**src/rtl/ro_slot_mux.sv**
```systemverilog
// Time-division readout multiplexer: a gray counter gives channel k a slot each time gray bit k toggles,
// and the selected channel's data is presented on one registered readout bus.
module ro_slot_mux #(
    parameter int NCH  = 8,
    parameter int DW   = 2,
    parameter int MODE = 0
) (
    input  logic                    clk_master,
    input  logic                    rstb,
    input  logic                    en,
    input  logic [NCH-1:0]          ch_mask,
    input  logic [NCH*DW-1:0]       in_data,
    output logic [DW-1:0]           rd_data,
    output logic [$clog2(NCH)-1:0]  rd_ch,
    output logic                    rd_valid,
    output logic                    frame_start,
    output logic [NCH-1:0]          gray_out
);

    localparam int CW    = $clog2(NCH);
    localparam bit DELTA = (MODE != 0);

    logic [NCH-1:0]    cnt_q, cnt_d;
    logic [NCH-1:0]    gray_q, gray_d;
    logic [DW-1:0]     rd_data_q, rd_data_d;
    logic [CW-1:0]     rd_ch_q, rd_ch_d;
    logic              rd_valid_q, rd_valid_d;
    logic              frame_q, frame_d;
    logic [NCH*DW-1:0] last_q, last_d;

    int                slot;
    logic [DW-1:0]     slot_data;
    logic [DW-1:0]     slot_last;
    logic              emit;
    logic [NCH-1:0]    cnt_inc;

    always_comb begin
        // Trailing-ones count of cnt, capped at NCH-1: the lowest zero bit wins.
        slot = NCH - 1;
        for (int i = NCH - 2; i >= 0; i--) begin
            if (!cnt_q[i]) slot = i;
        end
        slot_data = in_data[slot*DW +: DW];
        slot_last = last_q[slot*DW +: DW];
        emit      = ch_mask[slot] && (!DELTA || (slot_data != slot_last));
        cnt_inc   = cnt_q + NCH'(1);

        cnt_d      = cnt_q;
        gray_d     = gray_q;
        rd_data_d  = rd_data_q;
        rd_ch_d    = rd_ch_q;
        rd_valid_d = 1'b0;
        frame_d    = 1'b0;
        last_d     = last_q;
        if (en) begin
            cnt_d      = cnt_inc;
            gray_d     = cnt_inc ^ (cnt_inc >> 1);
            rd_data_d  = slot_data;
            rd_ch_d    = CW'(slot);
            rd_valid_d = emit;
            frame_d    = &cnt_q;
            if (emit) last_d[slot*DW +: DW] = slot_data;
        end
    end

    always_ff @(posedge clk_master) begin
        if (!rstb) begin
            cnt_q      <= '0;
            gray_q     <= '0;
            rd_data_q  <= '0;
            rd_ch_q    <= '0;
            rd_valid_q <= 1'b0;
            frame_q    <= 1'b0;
            last_q     <= '0;
        end else begin
            cnt_q      <= cnt_d;
            gray_q     <= gray_d;
            rd_data_q  <= rd_data_d;
            rd_ch_q    <= rd_ch_d;
            rd_valid_q <= rd_valid_d;
            frame_q    <= frame_d;
            last_q     <= last_d;
        end
    end

    assign rd_data     = rd_data_q;
    assign rd_ch       = rd_ch_q;
    assign rd_valid    = rd_valid_q;
    assign frame_start = frame_q;
    assign gray_out    = gray_q;

endmodule

```
**config.mk**
```make
export PLATFORM = sky130hd
export DESIGN_NAME = ro_slot_mux
export DESIGN_NICKNAME = d
export VERILOG_FILES = /design/src/rtl/ro_slot_mux.sv
export SDC_FILE = /design/constraint.sdc
export NUM_CORES = 1
export LEC_CHECK = 0
export BUFFER_PORTS_ARGS = -buffer_cell sky130_fd_sc_hd__clkbuf_2
export CAP_MARGIN = 20
export CORE_MARGIN = 8
export CORE_UTILIZATION = 50
export DETAILED_ROUTE_END_ITERATION = 12
export GPL_ROUTABILITY_DRIVEN = 0
export PLACE_DENSITY = 0.78
export SKIP_LAST_GASP = 1
export SYNTH_ARGS = -nofsm -noshare
export SYNTH_HDL_FRONTEND = slang
export SYNTH_SLANG_ARGS = --single-unit
```
**constraint.sdc**
```tcl
create_clock -name clk_master -period 2.4 [get_ports clk_master]
set_input_delay 0.48 -clock clk_master [delete_from_list [all_inputs] [get_ports clk_master]]
set_output_delay 0.48 -clock clk_master [all_outputs]
set_load 0.01 [all_outputs]
```
; After elaboration in Yosys (flattened, before gate mapping)
; Cells that the tools add are included.
[totals]
out_inout_bits = 15
register_bits = 23
word_cells = 22
[classes]
n_reduce_logical = 2
magnitude_cmp = 1
n_mux = 10
n_addsub = 1
n_bitwise = 1
shifts = 1
[op_table]
columns = op, count
row1 = 2-to-1 mux 32 bit, 4
row2 = < comparator 32 x 5 -> 1 bit (second input constant), 1
row3 = indexed part select 16 x 32 -> 2 bit, 1
row4 = adder 8 x 1 -> 8 bit (second input constant), 1
row5 = AND reduction 8 bit, 1
row6 = XOR 8 x 7 -> 8 bit, 1
row7 = 2-to-1 mux 2 bit, 2
row8 = binary-select mux 1 bit (select 3 bit), 1
row9 = 2-to-1 mux 1 bit, 3
row10 = AND reduction 2 bit, 1

; Longest topological paths before layout
[logic_depth]
depth_word = 10
mapped_depth = 6
mapped_depth_nobuf = 6

; Worst setup path before layout
; OpenSTA, ideal clock, no wires.
[synth_timing]
path_type = reg2reg
startpoint = register cnt_q[1]
endpoint = register gray_q[6], in the netlist gray_out[6]
slack_ps = 720
arrival_time_ps = 1595
setup_ps = 86
path_stages_with_launch = 7
path_cell_list = dfxtp_1 ha_1 nand2_1 mux2_1 o32ai_1 xor2_1 a211oi_1
[synth_between]
elab_chain_len = 2
[synth_lines]
columns = item, line
row1 = "start, declared", 23  ; logic [NCH-1:0] cnt_q, cnt_d;
row2 = "start signal, assigned", 76  ; cnt_q <= cnt_d;
row3 = adder 8 x 1 -> 8 bit, 46  ; cnt_inc = cnt_q + NCH'(1);
row4 = XOR 8 x 7 -> 8 bit, 57  ; gray_d = cnt_inc ^ (cnt_inc >> 1);
row5 = "end signal, assigned", 77  ; gray_q <= gray_d;
row6 = "end, declared", 24  ; logic [NCH-1:0] gray_q, gray_d;
; Every way passes these cells.
; A chain may end at the register's enable or synchronous reset.

; Final worst setup path
[layout_timing]
startpoint = register cnt_q[0]
endpoint = register gray_q[6], in the netlist gray_out[6]
; The elaborated chain is that of the path after synthesis.

==> impl_metrics.sql <==
INSERT INTO impl_metrics (metric_group, metric, value, unit) VALUES
('timing', 'slew_viol_final', '0', ''),
('route', 'vias_per_cell', '5.675', ''),
('synthesis', 'synthesis.area', '1334', 'µm²'),
('floorplan', 'core.rowCount', '18', ''),
('route', 'finalWirelength', '3.494', 'mm'),
('setup_path', 'maximum_fanout_encountered_on_the_critical_timing_path', '11', ''),
('setup_path', 'worst-endpoint-required', '2640', 'ps'),
('setup_path', 'critical_path.cell_chain', 'ha_1 -> nand2_1 -> mux2_1 -> o32ai_1 -> xor2_1 -> a211oi_1', ''),
('grt', 'number_of_antenna_violations_at_the_first_check_in_global_routing', '0', ''),
('synthesis', 'ys_seq_area_share', '33.02', '%'),
('synthesis', 'asyncSetResetFlopFracSynth', '0', '%'),
('timing', 'grt_setup_unrepaired', 'no', ''),
('clocking', 'clock_sink_count', '22', ''),
('outcome', 'result_of_the_run', 'finished, final reports clean', ''),
('synthesis', 'synth.lib_cells_used.distinct', '45', ''),
('placement', 'preCtsSetupSlack', '422.0', 'ps'),
('power_and_ir_drop', 'share_comb_of_total_power', '16.8', '%'),
('floorplan', 'io_pins', '42', ''),
('setup_path', 'setup.worst_path.end_class', 'flip-flop', ''),
('synthesis', 'synth_area_per_cell', '8.233', 'µm²'),
('setup_path', 'crit_buf_inv', '0', ''),
('timing', 'final_hold_viol_count', '0', ''),
('power_and_ir_drop', 'power_frac_clock', '35.3', '%'),
('clocking', 'htree_num_levels', '1', ''),
('timing', 'max-slew-margin-rel', '61.88', '%'),
('final_layout', 'fill_cells', '219', ''),
('route', 'antenna_left', '0', ''),
('synthesis', 'instance_count_of_the_mapped_netlist', '162', ''),
('clocking', 'post_cts.repair.setup_buffers', '0', ''),
('clocking', 'postCtsResizedCells', '0', ''),
('setup_path', 'reg2reg_from', 'cnt_q[0]', ''),
('clocking', 'clk_root_buffer_cell', 'clkbuf_4', ''),
('power_and_ir_drop', 'powerDensity', '532.6', 'nW/µm²'),
('placement', 'dp_hpwl', '2.650', 'mm'),
('grt', 'first_global_vias', '1271', ''),
('synthesis', 'synth.ff_latch_count', '22', ''),
('placement', 'placed_cell_area', '1511', 'µm²'),
('power_and_ir_drop', 'switching_share_of_power', '25.86', '%'),
('clocking', 'tritoncts', 'yes', ''),
('floorplan', 'core_area', '2500', 'µm²'),
('power_and_ir_drop', 'power.sequential.fraction', '47.9', '%'),
('grt', 'gr-total-overflow', '0', ''),
('final_layout', 'final_net_count', '227', ''),
('floorplan', 'die_h', '67.65', 'µm'),
('power_and_ir_drop', 'netSwitchingPower', '215.4', 'µW'),
('timing', 'timing.final.crit_share', '84.83', '%'),
('setup_path', 'worst_stage_delay_on_the_critical_path', '580', 'ps'),
('timing', 'timing.clock.skew', '3.070', 'ps'),
('setup_path', 'crit_start', 'cnt_q[0]', ''),
('timing', 'setup_slack', '364.0', 'ps'),
('timing', 'setup_tns', '0', 'ps'),
('floorplan', 'design.die.area', '4577', 'µm²'),
('grt', 'track_usage', '15.43', '%'),
('clocking', 'numCtsBuffers', '3', ''),
('route', 'avgRoutedWirePerCell', '15.32', 'µm'),
('route', 'drt_drc_violations_left', '0', ''),
('worst_hold_path', 'hold_path_class', 'reg2reg', ''),
('final_layout', 'num_antenna_cells', '0', ''),
('final_layout', 'drive_gt1_share', '27.27', '%'),
('setup_path', 'timing.critical_path.slowest_stage_cell', 'dfxtp_1', ''),
('run', 'cap_violations', '0', ''),
('route', 'first_iter_violations', '69', ''),
('final_layout', 'fin_cells', '228', ''),
('synthesis', 'yosys_warnings', '0', ''),
('final_layout', 'syn_to_final_growth', '17.26', '%'),
('timing', 'finalWorstPathRequiredPeriod', '2036', 'ps'),
('synthesis', 'synth_fp_nets', '190', ''),
('power_and_ir_drop', 'leakagePower', '0.6717', 'nW'),
('timing', 'worst_slew_pin_slew', '571.0', 'ps'),
('synthesis', 'synth_edf_count', '0', ''),
('grt', 'largest_net_degree_at_the_start_of_global_routing', '23', '');
sequential cells by signal (all words and copies together) (netlist names):
signal	count
cnt_q	8
frame_start	1
rd_ch	3
rd_data	2
gray_out	7
rd_valid	1
cell usage after synthesis (2+ instances only):
| cell type | count | area (µm²) |
|---|---|---|
| a211oi_1 | 3 | 22.52 |
| a21boi_0 | 2 | 15.01 |
| a21oi_1 | 6 | 30.03 |
| a31o_2 | 2 | 17.52 |
| a31oi_1 | 2 | 12.51 |
| and3_1 | 2 | 12.51 |
| buf_4 | 3 | 22.52 |
| buf_6 | 3 | 33.78 |
| clkbuf_1 | 3 | 11.26 |
| dfxtp_1 | 22 | 440.4 |
| inv_1 | 3 | 11.26 |
| mux2i_1 | 5 | 50.05 |
| nand2_1 | 12 | 45.04 |
| nand3_1 | 10 | 50.05 |
| nand4_1 | 6 | 37.54 |
| nor2_1 | 21 | 78.83 |
| nor2b_1 | 2 | 12.51 |
| nor3_1 | 3 | 15.01 |
| o21ai_0 | 9 | 45.04 |
| xnor2_1 | 9 | 78.83 |
| xor2_1 | 10 | 87.58 |
path summary, 6_finish.rpt:
path | slack, ps | to | cells past startpoint
max | 360 | gray_out[6] | 6
min | 490 | gray_out[3] | 2
max reg2reg | 360 | gray_out[6] | 6
min reg2reg | 490 | gray_out[3] | 2
cell usage in the layout, fill, tap and decap left out, types with 5 or more instances in the layout:
| cell | n |
|---|---|
| clkbuf_2 | 41 |
| dfxtp_1 | 22 |
| nor2_1 | 21 |
| nand2_1 | 12 |
| xor2_1 | 10 |
| nand3_1 | 10 |
| xnor2_1 | 9 |
| o21ai_0 | 9 |
| nand4_1 | 6 |
| a21oi_1 | 6 |
| mux2i_1 | 5 |
cell type report:
| type | count | area, µm² | share of cell area (%) |
|---|---|---|---|
| multi-input combinational | 125 | 802.0 | 51.28 |
| inverter | 5 | 18.77 | 1.200 |
| tap | 30 | 37.54 | 2.400 |
| timing repair buffer | 42 | 212.7 | 13.60 |
| sequential | 22 | 440.4 | 28.16 |
| clock inverter | 1 | 30.03 | 1.920 |
| clock buffer | 3 | 22.52 | 1.440 |
worst reg2reg max path: stages, from the launching register on:
cell and delay (ps):
dfxtp_1 580, ha_1 350, nand2_1 80, mux2_1 290, o32ai_1 290, xor2_1 110
a211oi_1 250
cells by family after synthesis:
| family | after synthesis | synth area share (%) |
|---|---|---|
| compound gates | 36 | 18.57 |
| fa+ha+maj | 1 | 0.9379 |
| simple gates | 62 | 22.70 |
| buf+inv | 15 | 6.847 |
| flops | 22 | 33.02 |
| mux | 7 | 5.441 |
| xor+xnor | 19 | 12.48 |
power groups by stage:
stage / logic (mW) / clock network, mW / registers, mW
6_report: 0.140 / 0.294 / 0.399
5_1_grt: 0.155 / 0.310 / 0.402
4_1_cts: 0.140 / 0.301 / 0.399
3_5_place_dp: 0.139 / 0 / 0.407
3_3_place_gp: 0.137 / 0 / 0.405
2_1_floorplan: 0.0886 / 0 / 0.406
routing by layer:
metal	track usage (%)	part of all wire, %
met3	2.649	5.1
met2	25.56	51
met5	0	0
met1	18.20	42
met4	9.138	2.1
through the flow:
step                util, %  power, mW  hold slack, ps
floorplan                 -     0.4951           501.7
global placement      60.46     0.5419           472.0
detailed placement    60.46     0.5456           478.7
CTS                   62.56     0.8400           487.2
global route          62.56     0.8668           507.1
finish                62.56     0.8329           492.0
Power figures use the tool's default switching activity.
